File: config.mk
export PLATFORM = sky130hd
export DESIGN_NAME = instr_fetch
export DESIGN_NICKNAME = d
export VERILOG_FILES = /design/src/rtl/instr_fetch.sv
export SDC_FILE = /design/constraint.sdc
export NUM_CORES = 1
export LEC_CHECK = 0
export ABC_AREA = 1
export BUFFER_PORTS_ARGS = -buffer_cell sky130_fd_sc_hd__buf_2
export CAP_MARGIN = 10
export CORE_MARGIN = 1
export CORE_UTILIZATION = 40
export DETAILED_ROUTE_END_ITERATION = 10
export PLACE_DENSITY = 0.65
export SYNTH_ARGS = -nofsm -noshare
export SYNTH_HDL_FRONTEND = slang
export SYNTH_SLANG_ARGS = --single-unit
export TNS_END_PERCENT = 100
File: constraint.sdc
create_clock -name clk -period 2.8 [get_ports clk]
set_input_delay 0.42 -clock clk [delete_from_list [all_inputs] [get_ports clk]]
set_output_delay 0.42 -clock clk [all_outputs]
set_load 0.005 [all_outputs]
File: src/rtl/instr_fetch.sv
// TB4004 instruction-fetch sequencer: 8-phase machine cycle, 12-bit PC, OPR/OPA/ARG assembly.
// Optional stall input enabled by defining FETCH_HOLD_EN.
module instr_fetch #(
   parameter logic [11:0] RESET_PC = 12'h000
) (
   input  logic        clk,
   input  logic        rst,
   input  logic [3:0]  nibble,
   input  logic        pc_load,
   input  logic [11:0] pc_target,
`ifdef FETCH_HOLD_EN
   input  logic        hold,
`endif
   output logic [2:0]  cycle,
   output logic [11:0] addr,
   output logic [3:0]  opr,
   output logic [3:0]  opa,
   output logic [7:0]  arg,
   output logic        word2,
   output logic        instr_valid
);

   typedef enum logic [2:0] {
      A1 = 3'd0, A2 = 3'd1, A3 = 3'd2, M1 = 3'd3,
      M2 = 3'd4, X1 = 3'd5, X2 = 3'd6, X3 = 3'd7
   } phase_t;

   phase_t      phase, phase_nxt;
   logic        stall;
   logic [11:0] pc;

   // JCN, FIM (even OPA), JUN, JMS and ISZ carry a second instruction word.
   function automatic logic is_two_word(input logic [3:0] op, input logic a0);
      return (op == 4'h1) || (op == 4'h4) || (op == 4'h5) || (op == 4'h7) ||
             ((op == 4'h2) && !a0);
   endfunction

`ifdef FETCH_HOLD_EN
   assign stall = hold && (phase == A1);
`else
   assign stall = 1'b0;
`endif

   always_ff @(posedge clk) begin
      if (rst) phase <= A1;
      else     phase <= phase_nxt;
   end

   always_comb begin
      phase_nxt = phase;
      if (!stall) begin
         case (phase)
            A1:      phase_nxt = A2;
            A2:      phase_nxt = A3;
            A3:      phase_nxt = M1;
            M1:      phase_nxt = M2;
            M2:      phase_nxt = X1;
            X1:      phase_nxt = X2;
            X2:      phase_nxt = X3;
            default: phase_nxt = A1;
         endcase
      end
   end

   // Stalls only ever occur in A1, where no datapath register changes anyway.
   always_ff @(posedge clk) begin
      if (rst) begin
         pc          <= RESET_PC;
         opr         <= '0;
         opa         <= '0;
         arg         <= '0;
         word2       <= 1'b0;
         instr_valid <= 1'b0;
      end else begin
         case (phase)
            M1: begin
               if (word2) arg[7:4] <= nibble;
               else       opr      <= nibble;
            end
            M2: begin
               if (word2) begin
                  arg[3:0]    <= nibble;
                  instr_valid <= 1'b1;
               end else begin
                  opa         <= nibble;
                  instr_valid <= !is_two_word(opr, nibble[0]);
               end
            end
            X3: begin
               instr_valid <= 1'b0;
               word2       <= !word2 && is_two_word(opr, opa[0]);
               pc          <= pc_load ? pc_target : pc + 12'd1;
            end
            default: ;
         endcase
      end
   end

   assign cycle = phase;
   assign addr  = pc;

endmodule

# [After elaboration in Yosys (flattened, before gate mapping)]
# Cells that the tools add are included.
[op_classes] add_sub_neg=1 n_eq_ne=12 mux=4 bitwise_logic=1 reduce_logical=18
[ops] op="one-hot mux 3 bit (7 select lines)" n=1
[ops] op="adder 12 x 1 -> 12 bit (second input constant)" n=1
[ops] op="equality test 3 bit (second input constant)" n=4
[ops] op="equality test 4 x 3 -> 1 bit (second input constant)" n=3
[ops] op="2-to-1 mux 12 bit" n=1
[ops] op="AND reduction 2 bit" n=4
[ops] op="equality test 3 x 2 -> 1 bit (second input constant)" n=2
[ops] op="logical OR 1 bit" n=5
[ops] op="equality test 4 x 1 -> 1 bit (second input constant)" n=1
[ops] op="equality test 4 x 2 -> 1 bit (second input constant)" n=1
[ops] op="zero test 1 bit" n=4
[ops] op="equality test 3 x 1 -> 1 bit (second input constant)" n=1
[ops] op="logical AND 1 bit" n=3
[ops] op="zero test 3 bit" n=1
[ops] op="one-hot mux 1 bit (2 select lines)" n=1
[ops] op="nonzero test 2 bit" n=1
[ops] op="2-to-1 mux 1 bit" n=1
[ops] op="inverter 1 bit" n=1
[word_totals] reg_bits=33 input_bits=19 output_inout_bits=33 wordCells=44

# [Depth between registers and ports, before layout]
# Gate-level depths: netlist of the first run.
[depth] ltp_word=8 depth_mapped=8 ltp_nobuf=8

# [Worst setup path after synthesis of the first run]
# OpenSTA, ideal clock, no wires.
[synth_path] kind="register -> register" startpoint="register pc[0] (netlist: addr[0])" endpoint="register pc[8] (netlist: addr[8])" setup_time_ps=112 t_arrival_ps=1134 t_required_ps=2688 slack_ps=1554 path_stages_with_launch=9 path_buffers=0 synth_period_minus_slack_ps=1246 cell_sequence="dfxtp_1 -> ha_1 -> nand3_1 -> nor2_1 -> nand2_1 -> nand2_1 -> nand3_1 -> nand2_1 -> nand2_1"
[synth_between] elab_chain_len=2
[synth_lines] element="start, declared" line_no="30" source="logic [11:0] pc;"
[synth_lines] element="start signal, assigned" line_no="92" source="pc <= pc_load ? pc_target : pc + 12'd1;"
[synth_lines] element="adder 12 x 1 -> 12 bit" line_no="92"
[synth_lines] element="2-to-1 mux 12 bit" line_no="92"
# Every way passes these cells.
# A chain may end at the register's enable or synchronous reset.

# [Worst setup path in the final report of the first run]
[layout_path] startpoint="register pc[1] (netlist: addr[1])" endpoint="register pc[10] (netlist: addr[10])"
# The elaborated chain is that of the path after synthesis.

==> results.ini, run 1 <==
[grt]
grt_pass1_vias = 1379
grt_antenna_before_repair = 0
grt_max_degree = 20
grt_overflow = 0
busiest_layer = met1
grt_pass1_wl_um = 6230
grt_usage_pct = 19.3
gr-usage-met2_pct = 27.1
grtUsageMet3_pct = 5.90
met1_usage_pct = 27.2

[logic_synthesis]
ys_ff_latch = 33
netlist_instances = 231
ys_seq_area_share_pct = 41.2
ys_types = 28
yosys_warnings = 0
syn_avg_cell_area_um2 = 6.95
syn-cell-area_um2 = 1610
syn_nets = 251

[detailed_routing]
drt_iter0_markers = 93
via_count = 1612
wl_per_cell_um = 11.1
drc = 0
ant_nets = 0
drt-pass1-iter-count = 4
viasPerCell = 4.84
drt-total-wl_um = 3710

[setup_path]
worstSetupPathType = flip-flop to flip-flop
r2r_end = addr[10]$_SDFFE_PP0P_
crit_path_end_kind = flip-flop
r2r_setup_slack_ns = 1.32
worst_setup_path_start_kind = flip-flop
r2r_start = addr[1]$_SDFFE_PP0P_
crit_fanout = 5
worstPathArrival_ns = 1.67
reg2reg_depth = 8
cp.required_ns = 2.99

[timing]
fin_crit_sh_pct = 52.9
period_needed_ns = 1.48
tightest_slew_ns = 0.393
drv_slew = 0
hold_violations = 0
slew_headroom_pct = 73.8
setup_tns_ns = 0
final.setup_skew_ns = 0.00644
rsz0062_at_grt = no
setup_viol = 0
fmax_mhz = 675

[layout]
nets = 304
fill_cells = 405
antenna_cells = 0
drive_above_1_share_pct = 25.6
syn_to_final_growth_pct = 24.0

[place]
gp_congestion = 0.789
dp_hpwl_um = 2700
port_buffers = 51

[clocking]
cts_buffer_depth = 2
clock_latency_ns = 0.28
root_buffer = clkbuf_8
h-tree-depth = 2
cts_tree = yes
holdBufCountCts = 0
post-cts-setup-buffer-count = 0
cts_buffers = 5
clk_pin_slew_ns = 0.07
ctsResizeCount = 0
cts_sinks = 33

[pwr]
ir_worst_vdd_uv = 259
powerDensity_nw_per_um2 = 479
p_int_uw = 729
combPwrFrac_pct = 8.0
p_seq_share_pct = 51.0
netSwitchingFraction_pct = 23.5
switchingPower_uw = 224
p_clk_share_pct = 41.0
p_leak_nw = 0.921
totalPowerFinal_uw = 953

[flow_run]
maxCapViolations = 0

[worst_hold_path]
whs_endpoint = addr[2]$_SDFFE_PP0P_
worstHoldPathCells = 3
worstHoldPathType = input port to flip-flop
holdCritStartpoint = pc_target[2]

[die]
start_util_pct = 42.9
dieArea_um2 = 4270
pin_count = 52
die_h_um = 65.4
fp.dieW_um = 65.4
row_count = 22
coreArea_um2 = 3740

[run_status]
status = finished, final reports clean

==> cells in the mapped netlist, drive strengths merged <==
cell type | number | share of area (%)
nand4 | 3 | 1.2
mux2i | 1 | 0.62
o21ai | 14 | 4.6
nand3 | 26 | 8.1
nand3b | 2 | 0.94
o211ai | 2 | 0.94
inv | 20 | 5.0
nand2 | 69 | 17
clkbuf | 2 | 0.47
nor2 | 30 | 9.4
o22ai | 2 | 0.78
xnor2 | 1 | 0.55
ha | 1 | 0.78
a21oi | 21 | 6.5
clkinv | 1 | 0.23
dfxtp | 33 | 41
buf | 3 | 1.5
==> through the flow <==
step | std cells | setup WS [ns] | util [%] | hold WS, ns | instance area [um^2]
5_1_grt | 333 | 1.14 | 53.2 | 0.391 | 1990
3_5_place_dp | 325 | 1.29 | 50.5 | 0.453 | 1890
2_1_floorplan | 231 | 1.55 | - | 0.455 | 1610
6_report | 333 | 1.32 | 53.2 | 0.368 | 1990
3_3_place_gp | 325 | 1.32 | 50.5 | 0.452 | 1890
4_1_cts | 333 | 1.31 | 53.2 | 0.362 | 1990
==> how the worst max path moves through the flow <==
stage,startpoint,to,slack (ns),cells after the start
after floorplan,addr[0]$_SDFFE_PP0P_,addr[8]$_SDFFE_PP0P_,1.55,8
after global placement,rst,addr[7]$_SDFFE_PP0P_,1.32,6
after detailed placement,rst,addr[7]$_SDFFE_PP0P_,1.29,6
after CTS,addr[1]$_SDFFE_PP0P_,addr[10]$_SDFFE_PP0P_,1.31,8
after global routing,addr[1]$_SDFFE_PP0P_,addr[8]$_SDFFE_PP0P_,1.14,8
final,addr[1]$_SDFFE_PP0P_,addr[10]$_SDFFE_PP0P_,1.32,8
==> power groups by stage <==
stage | logic (mW) | registers (mW) | clock network (mW)
after floorplan | 0.0439 | 0.497 | 0
after global placement | 0.0754 | 0.496 | 0
after detailed placement | 0.0760 | 0.496 | 0
after CTS | 0.0763 | 0.486 | 0.403
after global routing | 0.0865 | 0.487 | 0.422
final | 0.0762 | 0.486 | 0.391
==> critical path, cell delays in order, from the launching register on <==
cell     delay [ns]
dfxtp_1        0.40
ha_1           0.23
nand3_1        0.11
nor2_1         0.32
nand2_1        0.09
nand2_1        0.07
nand3_1        0.06
nand2_1        0.07
nand2_1        0.04
==> area by class of cell <==
type / instances / area, um^2 / area share, %
clock buffer: 7 / 96.3 / 4.84
clock inverter: 1 / 5.00 / 0.251
inverter: 21 / 83.8 / 4.21
multi-input combinational: 172 / 830 / 41.7
sequential: 33 / 661 / 33.2
tap: 48 / 60.1 / 3.02
timing repair buffer: 51 / 255 / 12.8
==> registers in the layout, summed over array words and instances, names as in the netlist <==
register and count:
word2 1, addr 12, instr_valid 1, arg 8
opr 4, opa 4, cycle 3
==> routing by layer <==
layer	part of all wire [%]	up-vias	wire length, um
li1	-	860	-
met1	52	706	1920
met2	41	42	1540
met3	5.8	4	217
met4	0.97	0	36
met5	0	-	0
==> placed cells by master (no fill, tap or decap) <==
cell type | Yosys | routed
nand2_1 | 66 | 66
buf_2 | 1 | 51
dfxtp_1 | 33 | 33
nand3_1 | 26 | 26
nor2_1 | 24 | 24
a21oi_1 | 21 | 21
inv_1 | 16 | 16
o21ai_0 | 9 | 9
clkbuf_8 | 0 | 7
o21ai_1 | 4 | 4
nor2_2 | 3 | 3
nand4_1 | 3 | 3
inv_2 | 2 | 2
nand2_4 | 2 | 2
nor2_4 | 2 | 2
inv_4 | 2 | 2
o22ai_1 | 2 | 2
o211ai_1 | 2 | 2
nand3b_1 | 2 | 2
nor2_8 | 1 | 1
o21ai_2 | 1 | 1
xnor2_1 | 1 | 1
mux2i_1 | 1 | 1
clkinv_1 | 1 | 1
nand2_2 | 1 | 1
ha_1 | 1 | 1
clkinv_2 | 0 | 1
==> logic make-up (layout without fill, tap and decap cells) <==
logic type | count (synthesis) | in the layout | share of synthesized area (%)
AOI/OAI and AO/OA | 39 | 39 | 12.9
xor gates and xnor gates | 1 | 1 | 0.546
adders and majority gates | 1 | 1 | 0.779
buffers and inverters | 26 | 80 | 7.17
DFF | 33 | 33 | 41.2
muxes | 1 | 1 | 0.624
and+or+nand+nor | 130 | 130 | 36.9
Power figures use the tool's default switching activity.
==> inputs of run 2 (changes only) <==
==> constraint.sdc (replaced) <==
create_clock -name clk -period 1.5 [get_ports clk]
set_input_delay 0.225 -clock clk [delete_from_list [all_inputs] [get_ports clk]]
set_output_delay 0.225 -clock clk [all_outputs]
set_load 0.005 [all_outputs]
==> run 2 against run 1 <==
Against the previous run:
- first-iteration DRC count rose by 38%
- sequential cell count stayed put
- total power is 100% higher
- global-route usage increased by 0.92 points
- critical path depth did not move
- hold slack got worse by 0.21 ns
- final area rose by 2.4%
- via count rose by 0.25%
- clock power grew 130%
- critical endpoint is now addr[8]$_SDFFE_PP0P_
- largest power group unchanged
- highest routed layer unchanged
==> results.ini, run 2 (synthesis results as in run 1) <==
[worst_hold_path]
worstHoldPathType = input port to flip-flop
worstHoldPathCells = 3  ; unchanged

[grt]
grt_max_degree = 20  ; unchanged
grt_pass1_vias = 1451  ; +5.2%
grt_pass1_wl_um = 6490  ; +4.1%
grt_antenna_before_repair = 0  ; unchanged
grt_usage_pct = 20.2  ; +0.92 points
grt_overflow = 0  ; unchanged

[clocking]
cts_buffer_depth = 2  ; unchanged
h-tree-depth = 2  ; unchanged
clk_pin_slew_ns = 0.07  ; about the same
holdBufCountCts = 0  ; unchanged
cts_buffers = 5  ; unchanged
root_buffer = clkbuf_8
clock_latency_ns = 0.29  ; about the same
cts_tree = yes
cts_sinks = 33  ; unchanged

[detailed_routing]
drt-pass1-iter-count = 4  ; unchanged
drt_iter0_markers = 128  ; +38%
viasPerCell = 4.80  ; -0.94%
drc = 0  ; unchanged
wl_per_cell_um = 11.1  ; about the same
via_count = 1616  ; +0.25%
drt-total-wl_um = 3750  ; +1.1%
ant_nets = 0  ; unchanged

[die]
die_h_um = 65.4  ; unchanged
row_count = 22  ; unchanged
coreArea_um2 = 3740  ; unchanged
fp.dieW_um = 65.4  ; unchanged
pin_count = 52  ; unchanged
dieArea_um2 = 4270  ; unchanged
start_util_pct = 42.9  ; unchanged

[pwr]
p_seq_share_pct = 46.8  ; -4.2 points
combPwrFrac_pct = 7.5  ; -0.5 points
p_int_mw = 1.49  ; +100%
p_clk_share_pct = 45.8  ; +4.8 points
p_leak_nw = 0.946  ; +2.7%
ir_worst_vdd_uv = 498  ; +93%
powerDensity_nw_per_um2 = 951  ; +99%
netSwitchingFraction_pct = 23.1  ; -0.42 points
switchingPower_uw = 448  ; +100%

[timing]
tightest_slew_ns = 0.313  ; -0.0800 ns
drv_slew = 0  ; unchanged
slew_headroom_pct = 79.1  ; +5.3 points
final.setup_skew_ns = 0.00547  ; -0.000974 ns
hold_violations = 0  ; unchanged
period_needed_ns = 1.32  ; -0.162 ns
rsz0062_at_grt = no
setup_viol = 0  ; unchanged
holdWs_ns = 0.163  ; -0.206 ns
fin_crit_sh_pct = 88.1  ; +35 points
setup_tns_ns = 0  ; unchanged
setup_ws_ns = 0.179  ; -1.14 ns
fmax_mhz = 757  ; +12%

[layout]
drive_above_1_share_pct = 26.6  ; +1.0 points
largest_reg_flops = 12  ; unchanged
fin_area_um2 = 2040  ; +2.4%
layout_commonest_cell = nand2_1
finalNonFillerCells = 337  ; +1.2%
nets = 308  ; +1.3%
final_cell_mix = 66 x nand2_1, 51 x buf_2, 33 x dfxtp_1
antenna_cells = 0  ; unchanged
syn_to_final_growth_pct = 27.0

[setup_path]
worstSetupPathType = flip-flop to flip-flop
path_cells = ha_1 -> nand3_1 -> nor2_2 -> nand2_1 -> nand2_1 -> nand3_1 -> nand2_1 -> nand2_1
worstPathArrival_ns = 1.52  ; -0.15 ns
r2r_setup_slack_ns = 0.18  ; -1.14 ns
cp.required_ns = 1.70  ; -1.29 ns
cpMostUsedCell = nand2_1
crit_path_end_kind = flip-flop
crit_fanout = 5  ; unchanged
cp.depth = 8  ; unchanged
cpPeakStageDelay_ns = 0.39  ; about the same
slowest_stage = dfxtp_1
reg2reg_depth = 8  ; unchanged
worst_setup_path_start_kind = flip-flop
path_delay_family = simple AND/OR/NAND/NOR gates
worst-path-buf-inv = 0  ; unchanged

[place]
gp_congestion = 0.792  ; +0.29%
post-place-ws_ns = 0.116  ; -1.18 ns
port_buffers = 51  ; unchanged
dp_hpwl_um = 2700  ; +0.19%
dpl_cell_area_um2 = 1920  ; +1.6%
place_inst = 329  ; +1.2%

[run_status]
status = finished, final reports clean

[flow_run]
maxCapViolations = 0  ; unchanged

[run 2: cell type report]
type	count	area [um^2]
clock buffer	7	86.3
clock inverter	1	30.0
fill	400	1710
inverter	21	83.8
multi-input combinational	172	832
sequential	33	661
tap	48	60.1
timing repair buffer	55	285
[run 2: routing by layer]
layer / wire length [um] / GRT usage, % / vias up
met2: 1570 / 28.9 / 41
met5: 0 / 0 / -
li1: - / - / 866
met4: 61 / 7.34 / 0
met1: 1900 / 27.8 / 703
met3: 222 / 6.94 / 6
[run 2: power by group through the flow]
stage	registers (mW)	clock network (mW)	logic (mW)
final	0.906	0.887	0.145
after global routing	0.909	0.945	0.166
after CTS	0.907	0.904	0.146
after detailed placement	0.927	0	0.145
after global placement	0.926	0	0.145
after floorplan	0.927	0	0.0820
[run 2: metrics by stage]
step | power (mW) | util (%)
after CTS | 1.96 | 54.4
after global routing | 2.02 | 54.4
after global placement | 1.07 | 51.3
final | 1.94 | 54.4
after detailed placement | 1.07 | 51.3
after floorplan | 1.01 | -
[run 2: path summary, 6_finish.rpt]
kind | startpoint | to
setup reg to reg | addr[0]$_SDFFE_PP0P_ | addr[8]$_SDFFE_PP0P_
hold reg to reg | arg[3]$_SDFFE_PP0P_ | arg[3]$_SDFFE_PP0P_
hold / removal | pc_target[2] | addr[2]$_SDFFE_PP0P_
setup / recovery | addr[0]$_SDFFE_PP0P_ | addr[8]$_SDFFE_PP0P_
[run 2: repair_timing]
action	CTS	global route
gates resized for setup	0	1
endpoints found under the setup margin	0	2
buffers inserted	0	0
[run 2: tightest hold or removal path, delay by kind of cell]
kind,cells,cell delay (ns)
buffers and inverters,1,0.08
AOI/OAI and AO/OA,1,0.07
and+or+nand+nor,1,0.05
==> inputs of run 3 (changes only) <==
--- a/config.mk
+++ b/config.mk
@@ -11,7 +11,7 @@
 export CORE_MARGIN = 1
 export CORE_UTILIZATION = 40
 export DETAILED_ROUTE_END_ITERATION = 10
-export PLACE_DENSITY = 0.65
+export PLACE_DENSITY = 0.68
 export SYNTH_ARGS = -nofsm -noshare
 export SYNTH_HDL_FRONTEND = slang
 export SYNTH_SLANG_ARGS = --single-unit
==> run 3 against run 2 <==
Against the previous run:
- routed wire length shrank 0.64%
- clock power is 28% lower
- maximum frequency fell by 1.9%
- die area unchanged
- critical endpoint is now addr[10]$_SDFFE_PP0P_
==> results.ini, run 3 (synthesis results as in run 1) <==
[grt]
grt_max_degree = 20  ; unchanged
grt_pass1_vias = 1457  ; +0.41%
grt_antenna_before_repair = 0  ; unchanged
grt_usage_pct = 18.9  ; -1.3 points
grt_pass1_wl_um = 6180  ; -4.8%
grt_overflow = 0  ; unchanged

[clocking]
h-tree-depth = 2  ; unchanged
post-cts-setup-buffer-count = 0  ; unchanged
clk_pin_slew_ns = 0.07  ; about the same
cts_buffer_depth = 2  ; unchanged
cts_sinks = 33  ; unchanged
cts_buffers = 5  ; unchanged
cts_tree = yes
clock_latency_ns = 0.28  ; about the same
root_buffer = clkbuf_8

[timing]
period_needed_ns = 1.35  ; +0.0253 ns
setup_ws_ns = 0.154  ; -0.0253 ns
setup_tns_ns = 0  ; unchanged
setup_viol = 0  ; unchanged
tightest_slew_ns = 0.315  ; +0.00155 ns
fin_crit_sh_pct = 89.7  ; +1.7 points
slew_headroom_pct = 79.0  ; -0.10 points
hold_violations = 0  ; unchanged
drv_slew = 0  ; unchanged
rsz0062_at_grt = no
final.setup_skew_ns = 0.00639  ; +0.000922 ns
fmax_mhz = 743  ; -1.9%
holdWs_ns = 0.174  ; +0.0118 ns

[worst_hold_path]
worstHoldPathType = input port to flip-flop

[detailed_routing]
ant_nets = 0  ; unchanged
wl_per_cell_um = 11.1  ; -0.34%
drc = 0  ; unchanged
drt-total-wl_um = 3730  ; -0.64%
drt-pass1-iter-count = 4  ; unchanged
viasPerCell = 4.84  ; +0.98%
via_count = 1627  ; +0.68%
drt_iter0_markers = 119  ; -7.0%

[pwr]
ir_worst_vdd_uv = 515  ; +3.4%
p_leak_nw = 0.927  ; -2.0%
powerDensity_nw_per_um2 = 848  ; -11%

[layout]
layout_commonest_cell = nand2_1
fin_area_um2 = 2000  ; -2.0%
regArea_um2 = 661  ; unchanged
nets = 307  ; -0.32%
final_cell_mix = 66 x nand2_1, 51 x buf_2, 33 x dfxtp_1
antenna_cells = 0  ; unchanged
multi_input_area_um2 = 832  ; unchanged
fill_cells = 390  ; -2.5%
drive_above_1_share_pct = 26.4  ; -0.25 points
largest_reg_flops = 12  ; unchanged
finalNonFillerCells = 336  ; -0.30%
syn_to_final_growth_pct = 24.4

[die]
pin_count = 52  ; unchanged
die_h_um = 65.4  ; unchanged
fp.dieW_um = 65.4  ; unchanged
row_count = 22  ; unchanged
dieArea_um2 = 4270  ; unchanged
coreArea_um2 = 3740  ; unchanged
start_util_pct = 42.9  ; unchanged

[place]
gp_congestion = 0.797  ; +0.72%
place_inst = 328  ; -0.30%
post-place-ws_ns = 0.107  ; -0.00938 ns
dpl_cell_area_um2 = 1910  ; -0.39%
port_buffers = 51  ; unchanged
dp_hpwl_um = 2700  ; about the same

[setup_path]
worstPathArrival_ns = 1.53  ; about the same
worstSetupPathType = flip-flop to flip-flop
worst_setup_path_start_kind = flip-flop
crit_fanout = 5  ; unchanged
crit_path_end_kind = flip-flop
cp.required_ns = 1.68  ; -0.02 ns

[run_status]
status = finished, final reports clean

[flow_run]
maxCapViolations = 0  ; unchanged

[run 3: repair_timing]
action / CTS / global route
gates resized for setup: 0 / 1
hold buffers: 0 / 0
setup endpoints to repair: 0 / 2
[run 3: worst max-delay path: stages (launching register included)]
cell     delay [ns]
dfxtp_1        0.39
ha_1           0.21
nand3_1        0.11
nor2_2         0.21
nand2_1        0.09
nand2_1        0.06
nand3_1        0.06
nand2_1        0.07
nand2_1        0.04
[run 3: where the power goes]
| group | switching [mW] | internal [mW] | total (mW) | leakage [nW] |
|---|---|---|---|---|
| Sequential | 0.0139 | 0.892 | 0.906 | 0.267 |
| Combinational | 0.0877 | 0.0575 | 0.145 | 0.616 |
| Clock | 0.321 | 0.321 | 0.642 | 0.0450 |
| Total | 0.423 | 1.27 | 1.69 | 0.927 |
[run 3: routing by layer]
metal / track usage, % / wire length [um] / vias to the layer above
met2: 29.4 / 1590 / 37
li1: - / - / 863
met3: 3.30 / 168 / 5
met1: 25.2 / 1900 / 722
met5: 0 / 0 / -
met4: 9.24 / 63 / 0
[run 3: cell type report]
cell class	instances	area share [%]
Timing Repair Buffer	54	13.9
Clock buffer	6	3.63
Multi-Input combinational cell	172	41.7
Tap cell	48	3.01
Clock inverter	2	0.501
Inverter	21	4.20
Sequential cell	33	33.1
[run 3: path summary, 6_finish.rpt]
kind | depth (start not counted) | from | slack (ns) | endpoint
min reg2reg | 2 | arg[3]$_SDFFE_PP0P_ | 0.46 | arg[3]$_SDFFE_PP0P_
max reg2reg | 8 | addr[1]$_SDFFE_PP0P_ | 0.15 | addr[10]$_SDFFE_PP0P_
min | 3 | pc_target[2] | 0.17 | addr[2]$_SDFFE_PP0P_
max | 8 | addr[1]$_SDFFE_PP0P_ | 0.15 | addr[10]$_SDFFE_PP0P_
[run 3: stage by stage]
step | power [mW] | utilization [%]
5_1_grt | 1.76 | 53.3
3_5_place_dp | 1.07 | 51.1
3_3_place_gp | 1.07 | 51.1
6_report | 1.69 | 53.3
2_1_floorplan | 1.01 | -
4_1_cts | 1.71 | 53.3
